==> src/rtl/sfu_pkg.sv <==
// rtl/sfu_pkg.sv - shared SFU opcode constants and result-buffer entry type
package sfu_pkg;

  localparam int SFU_TAG_W = 4;

  localparam logic [3:0] OP_RCP     = 4'b0000;
  localparam logic [3:0] OP_RSQRT   = 4'b0001;
  localparam logic [3:0] OP_SQRT    = 4'b0010;
  localparam logic [3:0] OP_EXP2    = 4'b0011;
  localparam logic [3:0] OP_LOG2    = 4'b0100;
  localparam logic [3:0] OP_SIN     = 4'b0101;
  localparam logic [3:0] OP_COS     = 4'b0110;
  localparam logic [3:0] OP_TANH    = 4'b0111;
  localparam logic [3:0] OP_SIGMOID = 4'b1000;
  localparam logic [3:0] OP_GELU    = 4'b1001;
  localparam logic [3:0] OP_RELU6   = 4'b1010;

  localparam logic [1:0] MASK_FULL = 2'b11;
  localparam logic [1:0] MASK_LO   = 2'b01;

  typedef struct packed {
    logic [31:0]          data;
    logic [1:0]           mask;
    logic [3:0]           op;
    logic [SFU_TAG_W-1:0] tag;
  } sfu_res_t;

endpackage

==> src/rtl/sfu_result_buffer_if.sv <==
// rtl/sfu_result_buffer_if.sv - post-processor input and writeback output handshakes
interface sfu_result_buffer_if #(
  parameter int TAG_W = 4
) ();

  logic             in_valid;
  logic             in_ready;
  logic [31:0]      in_result;
  logic             in_precision;
  logic [3:0]       in_opcode;
  logic [TAG_W-1:0] in_tag;

  logic             out_valid;
  logic             out_ready;
  logic [31:0]      out_data;
  logic [1:0]       out_mask;
  logic [3:0]       out_opcode;
  logic [TAG_W-1:0] out_tag;

  modport slave (
    input  in_valid, in_result, in_precision, in_opcode, in_tag, out_ready,
    output in_ready, out_valid, out_data, out_mask, out_opcode, out_tag
  );

  modport master (
    output in_valid, in_result, in_precision, in_opcode, in_tag, out_ready,
    input  in_ready, out_valid, out_data, out_mask, out_opcode, out_tag
  );

endinterface

==> src/rtl/sfu_dual_wr_fifo.sv <==
// rtl/sfu_dual_wr_fifo.sv - FIFO with two ordered write ports and one read port
module sfu_dual_wr_fifo
  import sfu_pkg::*;
#(
  parameter int DEPTH = 4
) (
  input  logic                   clk,
  input  logic                   rst_n,
  input  logic                   wr0_en_i,
  input  sfu_res_t               wr0_data_i,
  input  logic                   wr1_en_i,
  input  sfu_res_t               wr1_data_i,
  input  logic                   rd_en_i,
  output logic                   head_valid_o,
  output sfu_res_t               head_data_o,
  output logic [$clog2(DEPTH):0] count_o
);

  localparam int AW = $clog2(DEPTH);
  localparam int CW = AW + 1;

  sfu_res_t        mem_q [DEPTH];
  logic [AW-1:0]   wptr_q, rptr_q;
  logic [CW-1:0]   count_q;
  logic [AW-1:0]   wptr1;
  logic [1:0]      n_wr;

  // Port 1 lands behind port 0 when both write in the same cycle.
  always_comb begin
    wptr1 = wptr_q + AW'(wr0_en_i);
    n_wr  = {1'b0, wr0_en_i} + {1'b0, wr1_en_i};
  end

  always_ff @(posedge clk) begin
    if (!rst_n) begin
      wptr_q  <= '0;
      rptr_q  <= '0;
      count_q <= '0;
      for (int i = 0; i < DEPTH; i++) mem_q[i] <= '0;
    end else begin
      if (wr0_en_i) mem_q[wptr_q] <= wr0_data_i;
      if (wr1_en_i) mem_q[wptr1]  <= wr1_data_i;
      wptr_q  <= wptr_q + AW'(n_wr);
      if (rd_en_i) rptr_q <= rptr_q + AW'(1);
      count_q <= count_q + CW'(n_wr) - CW'(rd_en_i);
    end
  end

  assign head_valid_o = (count_q != '0);
  assign head_data_o  = mem_q[rptr_q];
  assign count_o      = count_q;

endmodule

==> src/rtl/sfu_result_buffer.sv <==
// rtl/sfu_result_buffer.sv - packs same-tag FP16 pairs and buffers SFU results for writeback
module sfu_result_buffer
  import sfu_pkg::*;
#(
  parameter int DEPTH        = 4,
  parameter int TAG_W        = SFU_TAG_W,
  parameter int PACK_TIMEOUT = 8
) (
  input logic                clk,
  input logic                rst_n,
  sfu_result_buffer_if.slave bus
);

  localparam int CW = $clog2(DEPTH) + 1;
  localparam int PW = $clog2(PACK_TIMEOUT + 1);

  if (TAG_W != SFU_TAG_W) begin : g_tag_w_check
    $error("sfu_result_buffer TAG_W must equal sfu_pkg::SFU_TAG_W");
  end

  logic                 pend_vld_q, pend_vld_d;
  logic [15:0]          pend_data_q, pend_data_d;
  logic [SFU_TAG_W-1:0] pend_tag_q, pend_tag_d;
  logic [3:0]           pend_op_q, pend_op_d;
  logic [PW-1:0]        pend_cnt_q, pend_cnt_d;

  logic          wr0_en, wr1_en;
  sfu_res_t      wr0_data, wr1_data;
  logic          head_valid;
  sfu_res_t      head;
  logic [CW-1:0] count;
  logic          fifo_full, in_ready, in_fire, out_fire;
  sfu_res_t      pend_half, in_full, in_pair;

  // Reserve two slots while a half is pending: an FP32 arrival then writes twice.
  assign in_ready  = rst_n && (pend_vld_q ? (count <= CW'(DEPTH - 2))
                                          : (count <= CW'(DEPTH - 1)));
  assign fifo_full = (count == CW'(DEPTH));
  assign in_fire   = bus.in_valid & in_ready;
  assign out_fire  = head_valid & bus.out_ready;

  assign pend_half = '{data: {16'h0000, pend_data_q}, mask: MASK_LO,
                       op: pend_op_q, tag: pend_tag_q};
  assign in_full   = '{data: bus.in_result, mask: MASK_FULL,
                       op: bus.in_opcode, tag: bus.in_tag};
  assign in_pair   = '{data: {bus.in_result[15:0], pend_data_q}, mask: MASK_FULL,
                       op: pend_op_q, tag: pend_tag_q};

  always_comb begin
    wr0_en      = 1'b0;
    wr1_en      = 1'b0;
    wr0_data    = '0;
    wr1_data    = '0;
    pend_vld_d  = pend_vld_q;
    pend_data_d = pend_data_q;
    pend_tag_d  = pend_tag_q;
    pend_op_d   = pend_op_q;
    pend_cnt_d  = pend_cnt_q;
    if (in_fire) begin
      if (bus.in_precision) begin
        if (pend_vld_q) begin
          wr0_en   = 1'b1;
          wr0_data = pend_half;
          wr1_en   = 1'b1;
          wr1_data = in_full;
        end else begin
          wr0_en   = 1'b1;
          wr0_data = in_full;
        end
        pend_vld_d = 1'b0;
      end else if (pend_vld_q && (bus.in_tag == pend_tag_q)) begin
        wr0_en     = 1'b1;
        wr0_data   = in_pair;
        pend_vld_d = 1'b0;
      end else begin
        if (pend_vld_q) begin
          wr0_en   = 1'b1;
          wr0_data = pend_half;
        end
        pend_vld_d  = 1'b1;
        pend_data_d = bus.in_result[15:0];
        pend_tag_d  = bus.in_tag;
        pend_op_d   = bus.in_opcode;
        pend_cnt_d  = '0;
      end
    end else if (pend_vld_q) begin
      // Timer saturates at the limit so a full FIFO just delays the flush.
      if (pend_cnt_q == PW'(PACK_TIMEOUT - 1)) begin
        if (!fifo_full) begin
          wr0_en     = 1'b1;
          wr0_data   = pend_half;
          pend_vld_d = 1'b0;
        end
      end else begin
        pend_cnt_d = pend_cnt_q + PW'(1);
      end
    end
  end

  always_ff @(posedge clk) begin
    if (!rst_n) begin
      pend_vld_q  <= 1'b0;
      pend_data_q <= '0;
      pend_tag_q  <= '0;
      pend_op_q   <= '0;
      pend_cnt_q  <= '0;
    end else begin
      pend_vld_q  <= pend_vld_d;
      pend_data_q <= pend_data_d;
      pend_tag_q  <= pend_tag_d;
      pend_op_q   <= pend_op_d;
      pend_cnt_q  <= pend_cnt_d;
    end
  end

  sfu_dual_wr_fifo #(.DEPTH(DEPTH)) u_fifo (
    .clk          (clk),
    .rst_n        (rst_n),
    .wr0_en_i     (wr0_en),
    .wr0_data_i   (wr0_data),
    .wr1_en_i     (wr1_en),
    .wr1_data_i   (wr1_data),
    .rd_en_i      (out_fire),
    .head_valid_o (head_valid),
    .head_data_o  (head),
    .count_o      (count)
  );

  assign bus.in_ready   = in_ready;
  assign bus.out_valid  = head_valid;
  assign bus.out_data   = head.data;
  assign bus.out_mask   = head.mask;
  assign bus.out_opcode = head.op;
  assign bus.out_tag    = head.tag;

endmodule

==> src/flat_wrapper.sv <==
// flat-port wrapper written by rule: the top's interface ports become plain ports
module sfu_result_buffer_flat import sfu_pkg::*;
#(
  parameter int DEPTH        = 4,
  parameter int TAG_W        = SFU_TAG_W,
  parameter int PACK_TIMEOUT = 8
)
  (clk, rst_n, bus_in_valid, bus_in_result, bus_in_precision, bus_in_opcode, bus_in_tag, bus_out_ready, bus_in_ready, bus_out_valid, bus_out_data, bus_out_mask, bus_out_opcode, bus_out_tag);
  sfu_result_buffer_if #(.TAG_W(TAG_W)) bus_i ();
  input logic clk;
  input logic rst_n;
  input wire logic [$bits(bus_i.in_valid)-1:0] bus_in_valid;
  input wire logic [$bits(bus_i.in_result)-1:0] bus_in_result;
  input wire logic [$bits(bus_i.in_precision)-1:0] bus_in_precision;
  input wire logic [$bits(bus_i.in_opcode)-1:0] bus_in_opcode;
  input wire logic [$bits(bus_i.in_tag)-1:0] bus_in_tag;
  input wire logic [$bits(bus_i.out_ready)-1:0] bus_out_ready;
  output wire logic [$bits(bus_i.in_ready)-1:0] bus_in_ready;
  output wire logic [$bits(bus_i.out_valid)-1:0] bus_out_valid;
  output wire logic [$bits(bus_i.out_data)-1:0] bus_out_data;
  output wire logic [$bits(bus_i.out_mask)-1:0] bus_out_mask;
  output wire logic [$bits(bus_i.out_opcode)-1:0] bus_out_opcode;
  output wire logic [$bits(bus_i.out_tag)-1:0] bus_out_tag;
  assign bus_i.in_valid = bus_in_valid;
  assign bus_i.in_result = bus_in_result;
  assign bus_i.in_precision = bus_in_precision;
  assign bus_i.in_opcode = bus_in_opcode;
  assign bus_i.in_tag = bus_in_tag;
  assign bus_i.out_ready = bus_out_ready;
  assign bus_in_ready = bus_i.in_ready;
  assign bus_out_valid = bus_i.out_valid;
  assign bus_out_data = bus_i.out_data;
  assign bus_out_mask = bus_i.out_mask;
  assign bus_out_opcode = bus_i.out_opcode;
  assign bus_out_tag = bus_i.out_tag;
  sfu_result_buffer #(.DEPTH(DEPTH), .TAG_W(TAG_W), .PACK_TIMEOUT(PACK_TIMEOUT)) u_core (.clk(clk), .rst_n(rst_n), .bus(bus_i));
endmodule
==> config.mk <==
export PLATFORM = sky130hd
export DESIGN_NAME = sfu_result_buffer_flat
export DESIGN_NICKNAME = d
export VERILOG_FILES = /design/src/rtl/sfu_pkg.sv /design/src/rtl/sfu_result_buffer_if.sv /design/src/rtl/sfu_dual_wr_fifo.sv /design/src/rtl/sfu_result_buffer.sv /design/src/flat_wrapper.sv
export SDC_FILE = /design/constraint.sdc
export NUM_CORES = 1
export LEC_CHECK = 0
export BUFFER_PORTS_ARGS = -buffer_cell sky130_fd_sc_hd__buf_2
export CAP_MARGIN = 25
export CORE_ASPECT_RATIO = 0.5
export CORE_MARGIN = 1.5
export CORE_UTILIZATION = 51
export CTS_BUF_LIST = sky130_fd_sc_hd__clkbuf_8 sky130_fd_sc_hd__clkbuf_16
export DETAILED_ROUTE_END_ITERATION = 8
export PLACE_DENSITY = 0.73
export SLEW_MARGIN = 10
export SYNTH_ARGS = -nofsm -noshare
export SYNTH_HDL_FRONTEND = slang
export SYNTH_SLANG_ARGS = --single-unit
==> constraint.sdc <==
create_clock -name clk -period 3.9 [get_ports clk]
set_input_delay 0.195 -clock clk [delete_from_list [all_inputs] [get_ports clk]]
set_output_delay 0.195 -clock clk [all_outputs]
set_load 0.02 [all_outputs]
==> summary.md, run 1 <==
| Metric | Value |
|---|---|
| CTS tree | done |
| Area Overhead vs Synth | 14.7% |
| Yosys warns | 0 |
| Crit path kind | flop to flop |
| Clock Latency Late Sink | 0.51 ns |
| Clock Skew | 0.0257 ns |
| Drt first-iter violations | 626 |
| Reg2reg path depth | 12 |
| Routed len/inst | 23.3 um |
| Max-slew headroom | 37.0% |
| RR Endpoint | u_core.u_fifo.mem_q[3][10] |
| Drt total wl | 26100 um |
| Period utilisation layout | 85.3% |
| Grt total ovfl | 0 |
| Primary FF master, synth | edfxtp_1 |
| Max-cap violations | 0 |
| DR DRC count | 0 |
| Syn_nets | 817 |
| Tmin final | 3.33 ns |
| Slowest stage cell, crit path | dfxtp_1 |
| Largest net degree at the start of global routing | 43 |
| Cells along the critical path | ha_1, nand3b_1, a2bb2oi_2, nor2_4, a31oi_2, inv_2, ha_1, xor2_1, nand2_1, nor2_1, a311o_2, buf_12 |
| WP data arrival | 3.50 ns |
| Crit path required time | 4.07 ns |
| HP Class | input port to flop |
| Fin. Hold Viols | 0 |
| Final setup violation count | 0 |
| Register area | 5810 um^2 |
| Met1 Resource Use GR | 35.6% |
| Clock buffer depth | 3 |
| Grt met3 use | 3.67% |
| Ys async rst share | 0% |
| GR peak layer | met2 |
| Crit path capture type | flop |
| First-pass GRT wire length | 39600 um |
| Initial antenna violation count | 1 |
| Min Hold Slack | 0.0148 ns |
| Core box area | 19400 um^2 |
| Clock sinks | 206 |
| Cell Rows | 36 |
| Routability cong. | 0.874 |
| Clock root cell | clkbuf_16 |
| Max Slew Vio Count | 0 |
| Starting Density | 51.8% |
| CP dominant cell by count | ha_1 |
| IO Pins | 89 |
| Post-Syn Instances | 764 |
| Total setup buffers inserted after CTS | 0 |
| GRT Total Usage | 25.3% |
| CTS H-tree depth | 1 |
| Clock slew at reported path FFs | 0.06 ns |
| GR Util met2 | 41.5% |
| CTS Hold Bufs | 5 |
| Post-CTS sizing | 0 |
| Die Wd | 202 um |
| Worst Setup Start Kind | flop |
| Unrepaired setup endpoints after global routing | false |
| Reg2reg setup slack | 0.57 ns |
| Avg Vias per Cell | 6.37 |
| Final #Nets | 892 |
| Reg2reg start | u_core.pend_cnt_q[0] |
| Cts bufs inserted | 20 |
| Crit path largest cell delay | 0.34 ns |
| Seq cells post-synth | 206 |
| Worst hold start | bus_in_result[26] |
| Power per cell area | 511 nW/um^2 |
| Count of flip-flops with a built-in enable after synthesis | 168 |
| Die Span Y | 102 um |
| Layout cells sized above 1 | 26.4% |
| Status | finished, final reports clean |
| Max VDD drop | 262 uV |
| Fmax | 300 MHz |
| Netlist Area Pre-Place | 10100 um^2 |
| Port bufs | 88 |
| Power Total | 5900 uW |
| Fin Setup TNS | 0 ns |
| Worst-path fanout max | 42 |
| Layout fillers | 1535 |
| Library cells used by synthesis | 53 |
| Antenna-violating nets left | 0 |
| DPL Wire Length | 15600 um |
| Syn_area_per_cell | 13.2 um^2 |
| Drt first pass iters | 5 |
| Post-synthesis sequential area ratio | 57.7% |
| Hold path endpoint | u_core.u_fifo.mem_q[3][36] |
| Vias in the first global route | 6983 |
| Die area | 20600 um^2 |
| Worst-Margin Slew | 0.942 ns |
| WHS Path Cells | 2 |
| Via count | 7130 |
| P_leak | 0.00419 uW |
| Footprint of the multi-input gates | 3920 um^2 |
cells by family (layout without fill, tap and decap cells):
| family | Yosys count | after routing | synth area share (%) |
|---|---|---|---|
| AO/OA/AOI/OAI | 219 | 219 | 17.1 |
| XOR/XNOR | 12 | 12 | 1.12 |
| adder cells (fa/ha/maj) | 8 | 8 | 1.07 |
| buffers and inverters | 84 | 173 | 3.54 |
| flip-flops | 206 | 206 | 57.7 |
| multiplexers | 67 | 67 | 11.9 |
| other | 0 | 1 | 0 |
| AND/OR/NAND/NOR | 168 | 168 | 7.56 |
final cells by class:
type,count,area share (%)
Multi-Input combinational cell,474,34.0
Tap cell,266,2.89
Timing Repair Buffer,125,6.88
Sequential cell,206,50.4
Clock buffer,20,4.34
Clock inverter,16,1.11
Antenna cell,1,0.0217
Inverter,12,0.391
report_power, final:
part           total, uW  internal, uW  switching (uW)  leakage, uW
sequential          2680          2520             154      0.00205
combinational       1330           578             748      0.00180
clock               1890          1070             826     0.000341
synthesized netlist by cell type (2+ instances only):
cell         n  area share (%)
mux4_2      42             9.4
a21oi_1      6            0.30
o21ai_0     39             1.9
mux2i_1     24             2.4
buf_2       24             1.2
inv_1        9            0.34
a2bb2o_4    15             3.0
nand2b_1     4            0.25
o211ai_1     2            0.15
xor2_1       4            0.35
o22ai_1     49             3.0
nand2_1     84             3.1
ha_1         7            0.87
edfxtp_1   168              50
xnor2_1      7            0.61
nand3b_1     2            0.15
o2bb2ai_1    8            0.70
nor2_1      42             1.6
dfxtp_1     38             7.6
clkbuf_1    45             1.7
nand3_1     13            0.65
inv_2        3            0.11
or3_1        3            0.19
and3_1       2            0.12
nor3_1       2            0.10
and2_1       4            0.25
o31ai_1      4            0.30
or4_1        2            0.15
buf_4        3            0.22
a22o_1      42             3.7
a22oi_1     34             2.5
o21ai_1     12            0.60
flip-flops by register name (all words and copies together), names as in the netlist, named ones only:
signal / flops
u_core.pend_cnt_q: 4
u_core.pend_data_q: 16
u_core.pend_op_q: 4
u_core.pend_tag_q: 4
u_core.pend_vld_q: 1
u_core.u_fifo.count_o: 3
u_core.u_fifo.mem_q: 168
u_core.u_fifo.rptr_q: 2
u_core.u_fifo.wptr_q: 2
stage by stage:
step	std cells	setup slack [ns]	util, %	area [um^2]
after floorplan	764	0.263	-	10100
after global placement	1077	0.740	55.9	10800
after detailed placement	1077	0.617	55.9	10800
after CTS	1118	0.612	59.4	11500
after global routing	1120	0.377	59.4	11500
final	1120	0.571	59.4	11500
critical path: cells and delay by family, from the launching register on:
| kind | cells | cell delay, ns |
|---|---|---|
| fa+ha+maj | 2 | 0.48 |
| simple gates | 4 | 0.77 |
| buf+inv | 2 | 0.43 |
| flops | 1 | 0.34 |
| compound gates | 3 | 0.69 |
| xor+xnor | 1 | 0.29 |
placed cells by master, fill, tap and decap left out, types with 34 or more instances in the layout:
cell and n:
a22o_1 42, nand2_1 84, nor2_1 42, a22oi_1 34, buf_2 88, o21ai_0 38, dfxtp_1 36, edfxtp_1 168
mux4_2 42, o22ai_1 49
how the worst max path moves through the flow:
stage | start | depth (start not counted) | slack, ns | endpoint
after floorplan | u_core.u_fifo.count_o[0] | 4 | 0.26 | u_core.u_fifo.mem_q[2][0]
after global placement | u_core.pend_cnt_q[0] | 12 | 0.74 | u_core.u_fifo.mem_q[3][21]
after detailed placement | u_core.pend_cnt_q[0] | 12 | 0.62 | u_core.u_fifo.mem_q[3][21]
after CTS | u_core.pend_cnt_q[0] | 12 | 0.61 | u_core.u_fifo.mem_q[0][6]
after global routing | u_core.pend_cnt_q[0] | 12 | 0.38 | u_core.u_fifo.mem_q[3][6]
final | u_core.pend_cnt_q[0] | 12 | 0.57 | u_core.u_fifo.mem_q[3][10]
per-layer routing:
layer,routed length [um],up-vias
li1,-,3145
met1,10800,3542
met2,12500,401
met3,2300,42
met4,398,0
met5,0,-
(Power assumes the default switching activity.)
==> run 2, diff against run 1 <==
--- a/config.mk
+++ b/config.mk
@@ -5,14 +5,13 @@
 export SDC_FILE = /design/constraint.sdc
 export NUM_CORES = 1
 export LEC_CHECK = 0
+export ABC_AREA = 1
 export BUFFER_PORTS_ARGS = -buffer_cell sky130_fd_sc_hd__buf_2
 export CAP_MARGIN = 25
 export CORE_ASPECT_RATIO = 0.5
-export CORE_MARGIN = 1.5
 export CORE_UTILIZATION = 51
-export CTS_BUF_LIST = sky130_fd_sc_hd__clkbuf_8 sky130_fd_sc_hd__clkbuf_16
 export DETAILED_ROUTE_END_ITERATION = 8
-export PLACE_DENSITY = 0.73
+export PLACE_DENSITY = 0.72
 export SLEW_MARGIN = 10
 export SYNTH_ARGS = -nofsm -noshare
 export SYNTH_HDL_FRONTEND = slang
==> run 2 against run 1 <==
Global-route usage up 3.3 points. Critical endpoint is now u_core.u_fifo.mem_q[1][16]. Largest power group unchanged. Register-to-register slack better by 0.23 ns. Die area up 2.7%. Worst hold slack better by 0.0026 ns. Sequential share of layout area down 1.3 points. Clock power down 2%. Critical path depth up 1. Area after synthesis up 4.3%. Non-clock buffer count down 12. Highest routed layer unchanged. Combinational power up 9.8%. First-iteration DRC count up 81%.
==> summary.md, run 2 <==
| Metric | Value |
|---|---|
| Count leader, synth | nand2_1 (was edfxtp_1) |
| Port bufs | 88 (unchanged) |
| Initial antenna violation count | 0 (was 1) |
| Ys async rst share | 0% (unchanged) |
| GRT Total Usage | 28.6% (was 25.3%) |
| Via count | 9344 (was 7130) |
| CTS tree | done (unchanged) |
| DR DRC count | 0 (unchanged) |
| Die Span Y | 103 um (was 102 um) |
| Number of flip-flops in the largest register | 168 (unchanged) |
| Max VDD drop | 271 uV (was 262 uV) |
| Clock buffer depth | 3 (unchanged) |
| Library cells used by synthesis | 26 (was 53) |
| Drt first-iter violations | 1134 (was 626) |
| Reg power frac | 43.8% (was 45.4%) |
| HP Class | input port to flop (unchanged) |
| Vias in the first global route | 8687 (was 6983) |
| Count of flip-flops with a built-in enable after synthesis | 168 (unchanged) |
| Worst-path fanout max | 27 (was 42) |
| Largest net degree at the start of global routing | 85 (was 43) |
| DP Area | 11200 um^2 (was 10800 um^2) |
| Pint | 3970 uW (was 4170 uW) |
| Clock power frac | 31.4% (was 32.1%) |
| CTS H-tree depth | 1 (unchanged) |
| Clock Skew | 0.00958 ns (was 0.0257 ns) |
| Primary FF master, synth | edfxtp_1 (unchanged) |
| Fin. Hold Viols | 0 (unchanged) |
| Period utilisation layout | 79.5% (was 85.3%) |
| Fmax | 322 MHz (was 300 MHz) |
| Max-cap violations | 0 (unchanged) |
| P_leak | 0.00501 uW (was 0.00419 uW) |
| Area Overhead vs Synth | 12.7% (was 14.7%) |
| Top cells by count, synth | 330 x nand2_1, 213 x o21ai_0, 168 x edfxtp_1, 129 x nor2_1, 94 x nand3_1 (was 168 x edfxtp_1, 84 x nand2_1, 49 x o22ai_1, 45 x clkbuf_1) |
| Most frequent cells in the layout | 329 x nand2_1, 213 x o21ai_0, 168 x edfxtp_1 (was 168 x edfxtp_1, 88 x buf_2, 84 x nand2_1) |
| Die Wd | 205 um (was 202 um) |
| Synth top area cells | edfxtp_1 48%, nand2_1 12%, o21ai_0 10% (was edfxtp_1 50%, mux4_2 9.4%, dfxtp_1 7.6%) |
| Core box area | 19800 um^2 (was 19400 um^2) |
| Die area | 21200 um^2 (was 20600 um^2) |
| Antenna-violating nets left | 0 (unchanged) |
| Reg2reg start | u_core.pend_vld_q (was u_core.pend_cnt_q[0]) |
| Crit path capture type | flop (unchanged) |
| Design Area, Final | 11800 um^2 (was 11500 um^2) |
| Yosys warns | 0 (unchanged) |
| Netlist Area Pre-Place | 10500 um^2 (was 10100 um^2) |
| Post-synthesis sequential area ratio | 55.3% (was 57.7%) |
| Tmin final | 3.10 ns (was 3.33 ns) |
| Switching Fraction | 32.5% (was 29.3%) |
| Ant. Diodes | 0 (was 1) |
| Post-CTS sizing | 0 (unchanged) |
| Top flop regs | u_core.u_fifo.mem_q: 168 flops, u_core.pend_data_q: 16 flops (unchanged) |
| Total setup buffers inserted after CTS | 0 (unchanged) |
| Avg Vias per Cell | 5.87 (was 6.37) |
| Status | finished, final reports clean (unchanged) |
| Worst-Margin Slew | 0.892 ns (was 0.942 ns) |
| Commonest non-fill, non-tap cell in the layout | nand2_1 (was edfxtp_1) |
| Area share of the largest cell type after synthesis | 48.1% (was 50.1%) |
| Syn_nets | 1307 (was 817) |
| Final Core Density | 59.7% (was 59.4%) |
| Gate power share | 24.8% (was 22.5%) |
| Cts bufs inserted | 20 (unchanged) |
| Starting Density | 53.0% (was 51.8%) |
| Power per cell area | 498 nW/um^2 (was 511 nW/um^2) |
| Min Hold Slack | 0.0175 ns (was 0.0148 ns) |
| WP data arrival | 3.34 ns (was 3.50 ns) |
| CTS Hold Bufs | 0 (was 5) |
| Layout cells sized above 1 | 12.5% (was 26.4%) |
| Max-slew headroom | 40.5% (was 37.0%) |
| Post-Syn Instances | 1254 (was 764) |
| Fin Setup TNS | 0 ns (unchanged) |
| Final #Nets | 1364 (was 892) |
| Max Slew Vio Count | 0 (unchanged) |
| Crit path launch | u_core.pend_vld_q (was u_core.pend_cnt_q[0]) |
| Clock slew at reported path FFs | 0.06 ns (about the same) |
| Synth area leader | edfxtp_1 (unchanged) |
| Worst Setup Start Kind | flop (unchanged) |
| Crit path required time | 4.14 ns (was 4.07 ns) |
| Grt total ovfl | 0 (unchanged) |
| Drt total wl | 29800 um (was 26100 um) |
| Worst hold start | bus_in_result[8] (was bus_in_result[26]) |
| Routability cong. | 0.935 (was 0.874) |
| Drt first pass iters | 6 (was 5) |
| Cell Rows | 36 (unchanged) |
| Crit path kind | flop to flop (unchanged) |
| Routed len/inst | 18.7 um (was 23.3 um) |
| Switch Pwr | 1920 uW (was 1730 uW) |
| Unrepaired setup endpoints after global routing | false (unchanged) |
| Clock Latency Late Sink | 0.50 ns (was 0.51 ns) |
| First-pass GRT wire length | 46500 um (was 39600 um) |
| Clock root cell | clkbuf_16 (unchanged) |
| Syn_area_per_cell | 8.37 um^2 (was 13.2 um^2) |
| Final setup violation count | 0 (unchanged) |
| Power Total | 5890 uW (was 5900 uW) |
| Largest Register | u_core.u_fifo.mem_q (unchanged) |
| IO Pins | 89 (unchanged) |
| DPL Wire Length | 18800 um (was 15600 um) |
| Clock sinks | 206 (unchanged) |
| Seq cells post-synth | 206 (unchanged) |
[run 2: cells by family after synthesis]
logic type / count (synthesis) / share of synthesized area, %
and+or+nand+nor: 574 / 22.4
xor gates and xnor gates: 3 / 0.250
buffers and inverters: 173 / 6.57
AOI/OAI and AO/OA: 290 / 14.4
DFF: 206 / 55.3
adders and majority gates: 8 / 1.03
[run 2: cell type report]
cell class / count / area (um^2)
fill: 1708 / 7990
sequential: 206 / 5810
multi-input combinational: 875 / 4030
timing repair buffer: 113 / 698
clock buffer: 35 / 598
inverter: 95 / 357
tap: 266 / 333
clock inverter: 1 / 5.00
[run 2: metrics by stage]
stage                     cells  setup slack (ns)
final                      1591             0.798
after global routing       1591             0.636
after CTS                  1591             0.834
after detailed placement   1555             0.857
after global placement     1554             0.971
after floorplan            1254             0.347
[run 2: path summary, 6_finish.rpt]
check,end,slack [ns],depth (start not counted)
min reg2reg,u_core.u_fifo.rptr_q[1],0.47,2
min,u_core.u_fifo.mem_q[0][18],0.02,3
max,u_core.u_fifo.mem_q[1][16],0.80,13
max reg2reg,u_core.u_fifo.mem_q[1][16],0.80,13
[run 2: power groups by stage]
stage / sequential, uW / combinational [uW] / clock [uW]
6_report: 2580 / 1460 / 1850
3_5_place_dp: 2620 / 1450 / 0
3_3_place_gp: 2620 / 1420 / 0
2_1_floorplan: 2610 / 955 / 0
4_1_cts: 2580 / 1460 / 1860
5_1_grt: 2590 / 1620 / 1940
[run 2: worst max-delay path: stages, from the launching register on]
cell	delay [ns]
dfxtp_2	0.53
nand3_1	0.17
nand4_2	0.17
nand2_1	0.13
nand2_1	0.08
inv_1	0.06
ha_1	0.19
or2_0	0.22
nand2_1	0.14
inv_2	0.08
nand3_1	0.10
buf_4	0.21
nand3_2	0.40
buf_12	0.34
[run 2: per-layer routing]
metal / part of all wire [%] / vias to the layer above / GRT usage, %
met2: 45 / 544 / 45.4
met4: 2.0 / 0 / 8.89
met5: 0 / - / 0
li1: - / 4368 / -
met1: 43 / 4376 / 41.3
met3: 11 / 56 / 3.54
